$ cat src/rtl/bus_pkg.sv
// Shared bus encodings for the LLC bus responder and its peers.
// Holds operation/snoop-result enums and line-alignment helpers.
package bus_pkg;

    typedef enum logic [2:0] {
        OpRead       = 3'd1,
        OpWrite      = 3'd2,
        OpInvalidate = 3'd3,
        OpRwim       = 3'd4
    } bus_op_t;

    typedef enum logic [1:0] {
        SnpNohit = 2'd0,
        SnpHit   = 2'd1,
        SnpHitm  = 2'd2
    } snp_rslt_t;

    localparam int unsigned LineOffsetBits = 6;
    localparam int unsigned LineBytes      = 1 << LineOffsetBits;

    // Mask that clears the line-offset bits; callers truncate to their address width.
    function automatic logic [63:0] line_mask64(input int unsigned offset_bits);
        return ~((64'd1 << offset_bits) - 64'd1);
    endfunction

    function automatic logic op_is_legal(input logic [2:0] op);
        logic legal;
        case (op)
            OpRead, OpWrite, OpInvalidate, OpRwim: legal = 1'b1;
            default:                               legal = 1'b0;
        endcase
        return legal;
    endfunction

endpackage

$ cat src/rtl/llc_bus_responder.sv
// Bus-side responder: accepts one LLC bus operation, snoops peers, performs any
// required memory transaction and returns the snoop result to the LLC.
module llc_bus_responder
    import bus_pkg::*;
#(
    parameter int unsigned ADDR_BITS        = 32,
    parameter int unsigned BYTE_OFFSET_BITS = LineOffsetBits,
    parameter int unsigned SNOOP_TIMEOUT    = 3
) (
    input  logic                 clk,
    input  logic                 rst,
    input  logic                 req_valid,
    output logic                 req_ready,
    input  logic [2:0]           req_op,
    input  logic [ADDR_BITS-1:0] req_addr,
    output logic                 snp_valid,
    output logic [2:0]           snp_op,
    output logic [ADDR_BITS-1:0] snp_addr,
    input  logic                 snp_rsp_valid,
    input  logic [1:0]           snp_rsp,
    output logic                 mem_valid,
    output logic                 mem_we,
    output logic [ADDR_BITS-1:0] mem_addr,
    input  logic                 mem_done,
    output logic                 rsp_valid,
    output logic [1:0]           rsp_snoop
);

    localparam int unsigned CntBits = $clog2(SNOOP_TIMEOUT + 1);
    localparam logic [CntBits-1:0] CntMax = CntBits'(SNOOP_TIMEOUT);
    localparam logic [ADDR_BITS-1:0] LineMask = ADDR_BITS'(line_mask64(BYTE_OFFSET_BITS));

    typedef enum logic [2:0] {
        StIdle,
        StSnoop,
        StWaitSnp,
        StMemWb,
        StMemRd,
        StMemWr,
        StResp
    } state_t;

    state_t                 state_q, state_d;
    logic [2:0]             op_q, op_d;
    logic [ADDR_BITS-1:0]   addr_q, addr_d;
    snp_rslt_t              rslt_q, rslt_d;
    logic [CntBits-1:0]     cnt_q, cnt_d;
    logic                   snp_resolved;

    always_ff @(posedge clk) begin
        if (rst) begin
            state_q <= StIdle;
            op_q    <= 3'd0;
            addr_q  <= '0;
            rslt_q  <= SnpNohit;
            cnt_q   <= '0;
        end else begin
            state_q <= state_d;
            op_q    <= op_d;
            addr_q  <= addr_d;
            rslt_q  <= rslt_d;
            cnt_q   <= cnt_d;
        end
    end

    always_comb begin
        state_d      = state_q;
        op_d         = op_q;
        addr_d       = addr_q;
        rslt_d       = rslt_q;
        cnt_d        = cnt_q;
        snp_resolved = 1'b0;
        req_ready    = 1'b0;
        snp_valid    = 1'b0;
        mem_valid    = 1'b0;
        mem_we       = 1'b0;
        rsp_valid    = 1'b0;
        rsp_snoop    = SnpNohit;

        case (state_q)
            StIdle: begin
                req_ready = ~rst;
                if (req_valid) begin
                    op_d    = req_op;
                    addr_d  = req_addr & LineMask;
                    rslt_d  = SnpNohit;
                    cnt_d   = '0;
                    state_d = op_is_legal(req_op) ? StSnoop : StResp;
                end
            end
            StSnoop: begin
                snp_valid = 1'b1;
                cnt_d     = '0;
                state_d   = StWaitSnp;
            end
            StWaitSnp: begin
                // A response in the final counted cycle still beats the timeout.
                if (snp_rsp_valid) begin
                    rslt_d       = (snp_rsp == 2'd3) ? SnpNohit : snp_rslt_t'(snp_rsp);
                    snp_resolved = 1'b1;
                end else if (cnt_q == CntMax) begin
                    rslt_d       = SnpNohit;
                    snp_resolved = 1'b1;
                end else begin
                    cnt_d = cnt_q + 1'b1;
                end
                if (snp_resolved) begin
                    case (op_q)
                        OpInvalidate: state_d = StResp;
                        OpWrite:      state_d = StMemWr;
                        default:      state_d = (rslt_d == SnpHitm) ? StMemWb : StMemRd;
                    endcase
                end
            end
            StMemWb: begin
                // Peer supplies the data, so the writeback completes the operation.
                mem_valid = 1'b1;
                mem_we    = 1'b1;
                if (mem_done) state_d = StResp;
            end
            StMemRd: begin
                mem_valid = 1'b1;
                if (mem_done) state_d = StResp;
            end
            StMemWr: begin
                mem_valid = 1'b1;
                mem_we    = 1'b1;
                if (mem_done) state_d = StResp;
            end
            StResp: begin
                rsp_valid = 1'b1;
                rsp_snoop = rslt_q;
                state_d   = StIdle;
            end
            default: state_d = StIdle;
        endcase
    end

    assign snp_op   = op_q;
    assign snp_addr = addr_q;
    assign mem_addr = addr_q;

endmodule
$ cat config.mk
export PLATFORM = sky130hd
export DESIGN_NAME = llc_bus_responder
export DESIGN_NICKNAME = d
export VERILOG_FILES = /design/src/rtl/bus_pkg.sv /design/src/rtl/llc_bus_responder.sv
export SDC_FILE = /design/constraint.sdc
export NUM_CORES = 1
export LEC_CHECK = 0
export ABC_AREA = 1
export CORE_MARGIN = 2
export CORE_UTILIZATION = 30
export DETAILED_ROUTE_END_ITERATION = 10
export PLACE_DENSITY = 0.73
export SKIP_LAST_GASP = 1
export SYNTH_ARGS = -nofsm -noshare
export SYNTH_HDL_FRONTEND = slang
export SYNTH_SLANG_ARGS = --single-unit
$ cat constraint.sdc
create_clock -name clk -period 3.5 [get_ports clk]
set_input_delay 0.7 -clock clk [delete_from_list [all_inputs] [get_ports clk]]
set_output_delay 0.7 -clock clk [all_outputs]
set_load 0.05 [all_outputs]
==> flow_metrics.tcl <==
set metrics [dict create \
    status "complete, no violations" \
    rsz0062_at_grt "false" \
    n_fill_cell 601 \
    final_common_cell "clkdlybuf4s50_1" \
    n_antenna_cell 0 \
    avgSynthCellArea_um2 7.23 \
    multiInputGateArea_um2 757 \
    worst-r2r-cell-count 5 \
    max_freq_ghz 0.376 \
    min_to "mem_addr[31]" \
    numCtsBuffers 5 \
    cts_tree "yes" \
    routed_wl_um 4980 \
    synthCells 257 \
    vias 1832 \
    post_cts_buffers 0 \
    core_area_um2 5960 \
    clk_latency_ns 0.28 \
    setup_tns_ns 0 \
    min_path_cells 2 \
    required_ns 2.80 \
    avgViaCountPerCell 4.60 \
    p_leak_nw 1.06 \
    final-seq-area_um2 721 \
    comb_power_share 0.590 \
    p_switching_mw 1.07 \
    cap_viol_max_count 0 \
    ys_seq_area_frac 0.388 \
    num_rows 28 \
    p_int_mw 1.05 \
    drc 0 \
    setup_slack_ns 0.840 \
    clk_root_buffer_cell "clkbuf_8" \
    cp_data_arrival_time_ns 1.96 \
    grt_first_pass_wirelength_um 7470 \
    setup_viol 0 \
    cts.path.max_buffers 2 \
    die_width_um 82.7 \
    port_buffers 97 \
    yosys_register_bits 36 \
    hold_viol 0 \
    period_needed_ns 2.66 \
    hp-start "mem_addr[31]" \
    cp-end-kind "output pin" \
    initial_core_util 0.312 \
    clockPowerShare 0.147 \
    worstHoldPathType "register to register" \
    ys.warnings.count 0 \
    netlist_area_um2 1860 \
    regToRegEndpoint "snp_op[0]" \
    cts_hold_buf 0 \
    post-route-period-util 0.760 \
    grt_overflow 0 \
    grt_pass1_vias 1667 \
    clk_pin_slew_ns 0.07 \
    yosysUniqueCellTypes 23 \
    maxSlewViolCount 0 \
    htreeDepth 2 \
    reg2reg_slack_ns 1.44 \
    power_density_nw_per_um2 782 \
    grt_max_degree 37 \
    cts_sinks 36 \
    reg2reg_from "state_q[1]" \
    worstSetupPathType "register to output pin" \
    dp_hpwl_um 3620 \
    seqPwrFrac 0.263 \
    drive_gt1_frac 0.0464 \
    gp_congestion 0.726 \
    crit_path_max_fanout 5 \
    final_cell_mix "96 x clkdlybuf4s50_1, 57 x nand2_1, 36 x dfxtp_1, 35 x nand3_1, 34 x a21oi_1" \
    drt_iter0_markers 51 \
    track_usage 0.140 \
    pin_count 116 \
    start_kind "register" \
    wl_per_cell_um 12.5 \
    tightest_slew_ns 0.641 \
    syn2layout_area_growth_pct 46.4 \
    switching_share 0.505 \
    antenna_found_initial 0 \
    skew_ns 0.00306 \
    power_mw 2.13 \
    post_cts_resized 0 \
    die_h_um 82.7 \
    pre_cts_slack_ns 0.915 \
    antenna_left 0 \
    slew_headroom 0.571 \
    firstDrtPassIters 4 \
    peakVddDrop_v 0.000381 \
    die_area_um2 6840 \
    fin_nets 366 \
]
==> critical path: stages (launching register included) <==
cell             delay (ns)
dfxtp_1                0.42
nand2_1                0.11
nor2_1                 0.15
inv_1                  0.07
nor2_1                 0.10
clkdlybuf4s50_1        0.82
==> worst max-delay path by stage <==
stage	slack, ns	end	depth (start not counted)	from
4_1_cts	0.79	rsp_snoop[0]	5	state_q[1]
3_5_place_dp	0.91	snp_op[0]	3	req_valid
2_1_floorplan	0.82	rsp_snoop[0]	4	state_q[1]
6_report	0.84	rsp_snoop[0]	5	state_q[1]
3_3_place_gp	0.92	snp_op[2]	4	req_valid
5_1_grt	0.72	rsp_snoop[0]	5	state_q[1]
==> routing by layer <==
| metal | routed length, um | global-route usage | share of wire | up-vias |
|---|---|---|---|---|
| met5 | 0 | 0 | 0 | - |
| li1 | - | - | - | 908 |
| met2 | 2500 | 0.260 | 0.50 | 77 |
| met3 | 404 | 0.0391 | 0.081 | 4 |
| met4 | 27 | 0.0393 | 0.0054 | 0 |
| met1 | 2050 | 0.155 | 0.41 | 843 |
==> through the flow <==
stage / utilization / hold WS, ns / cells / instance area [um^2]
2_1_floorplan: - / 0.447 / 268 / 1900
4_1_cts: 0.457 / 0.480 / 398 / 2720
3_5_place_dp: 0.441 / 0.469 / 391 / 2620
3_3_place_gp: 0.441 / 0.457 / 391 / 2620
5_1_grt: 0.457 / 0.504 / 398 / 2720
6_report: 0.457 / 0.476 / 398 / 2720
==> kinds of logic (layout without fill, tap and decap cells) <==
logic type,count (synthesis),count (layout),synth area share
AND/OR/NAND/NOR,114,114,0.266
buffers and inverters,66,121,0.227
AO/OA/AOI/OAI,39,39,0.110
flip-flops,36,36,0.388
adder cells (fa/ha/maj),1,1,0.00673
other,1,12,0.00202
==> Yosys cell counts (all sizes together) <==
cell type	count	area, um^2
dfxtp	36	721
a21oi	34	170
inv	15	56.3
o21ai	1	5.00
conb	1	3.75
clkbuf	4	15.0
buf	47	350
ha	1	12.5
nor3	1	10.0
o21bai	1	7.51
nand3	35	175
nand2	58	220
nor2	18	70.1
a211oi	2	15.0
nand3b	2	18.8
a21o	1	7.51
==> flip-flops by register name, indices dropped and copies added, names as in the netlist <==
name / flops
state_q: 3
rslt_q: 2
mem_addr: 26
cnt_q: 2
snp_op: 3
==> cell type report <==
cell class / count / share of cell area
repair buffers: 99 / 0.366
clock buffers: 7 / 0.0354
multi-input cells: 166 / 0.278
well taps: 75 / 0.0345
inverters: 15 / 0.0207
flip-flops and latches: 36 / 0.265
==> power by group through the flow <==
| stage | registers (mW) | logic (mW) | clock network [mW] |
|---|---|---|---|
| floorplan | 0.797 | 0.755 | 0 |
| global placement | 0.564 | 1.25 | 0 |
| detailed placement | 0.569 | 1.26 | 0 |
| CTS | 0.561 | 1.27 | 0.328 |
| global route | 0.572 | 1.34 | 0.342 |
| finish | 0.560 | 1.25 | 0.313 |
(Power assumes the default switching activity.)
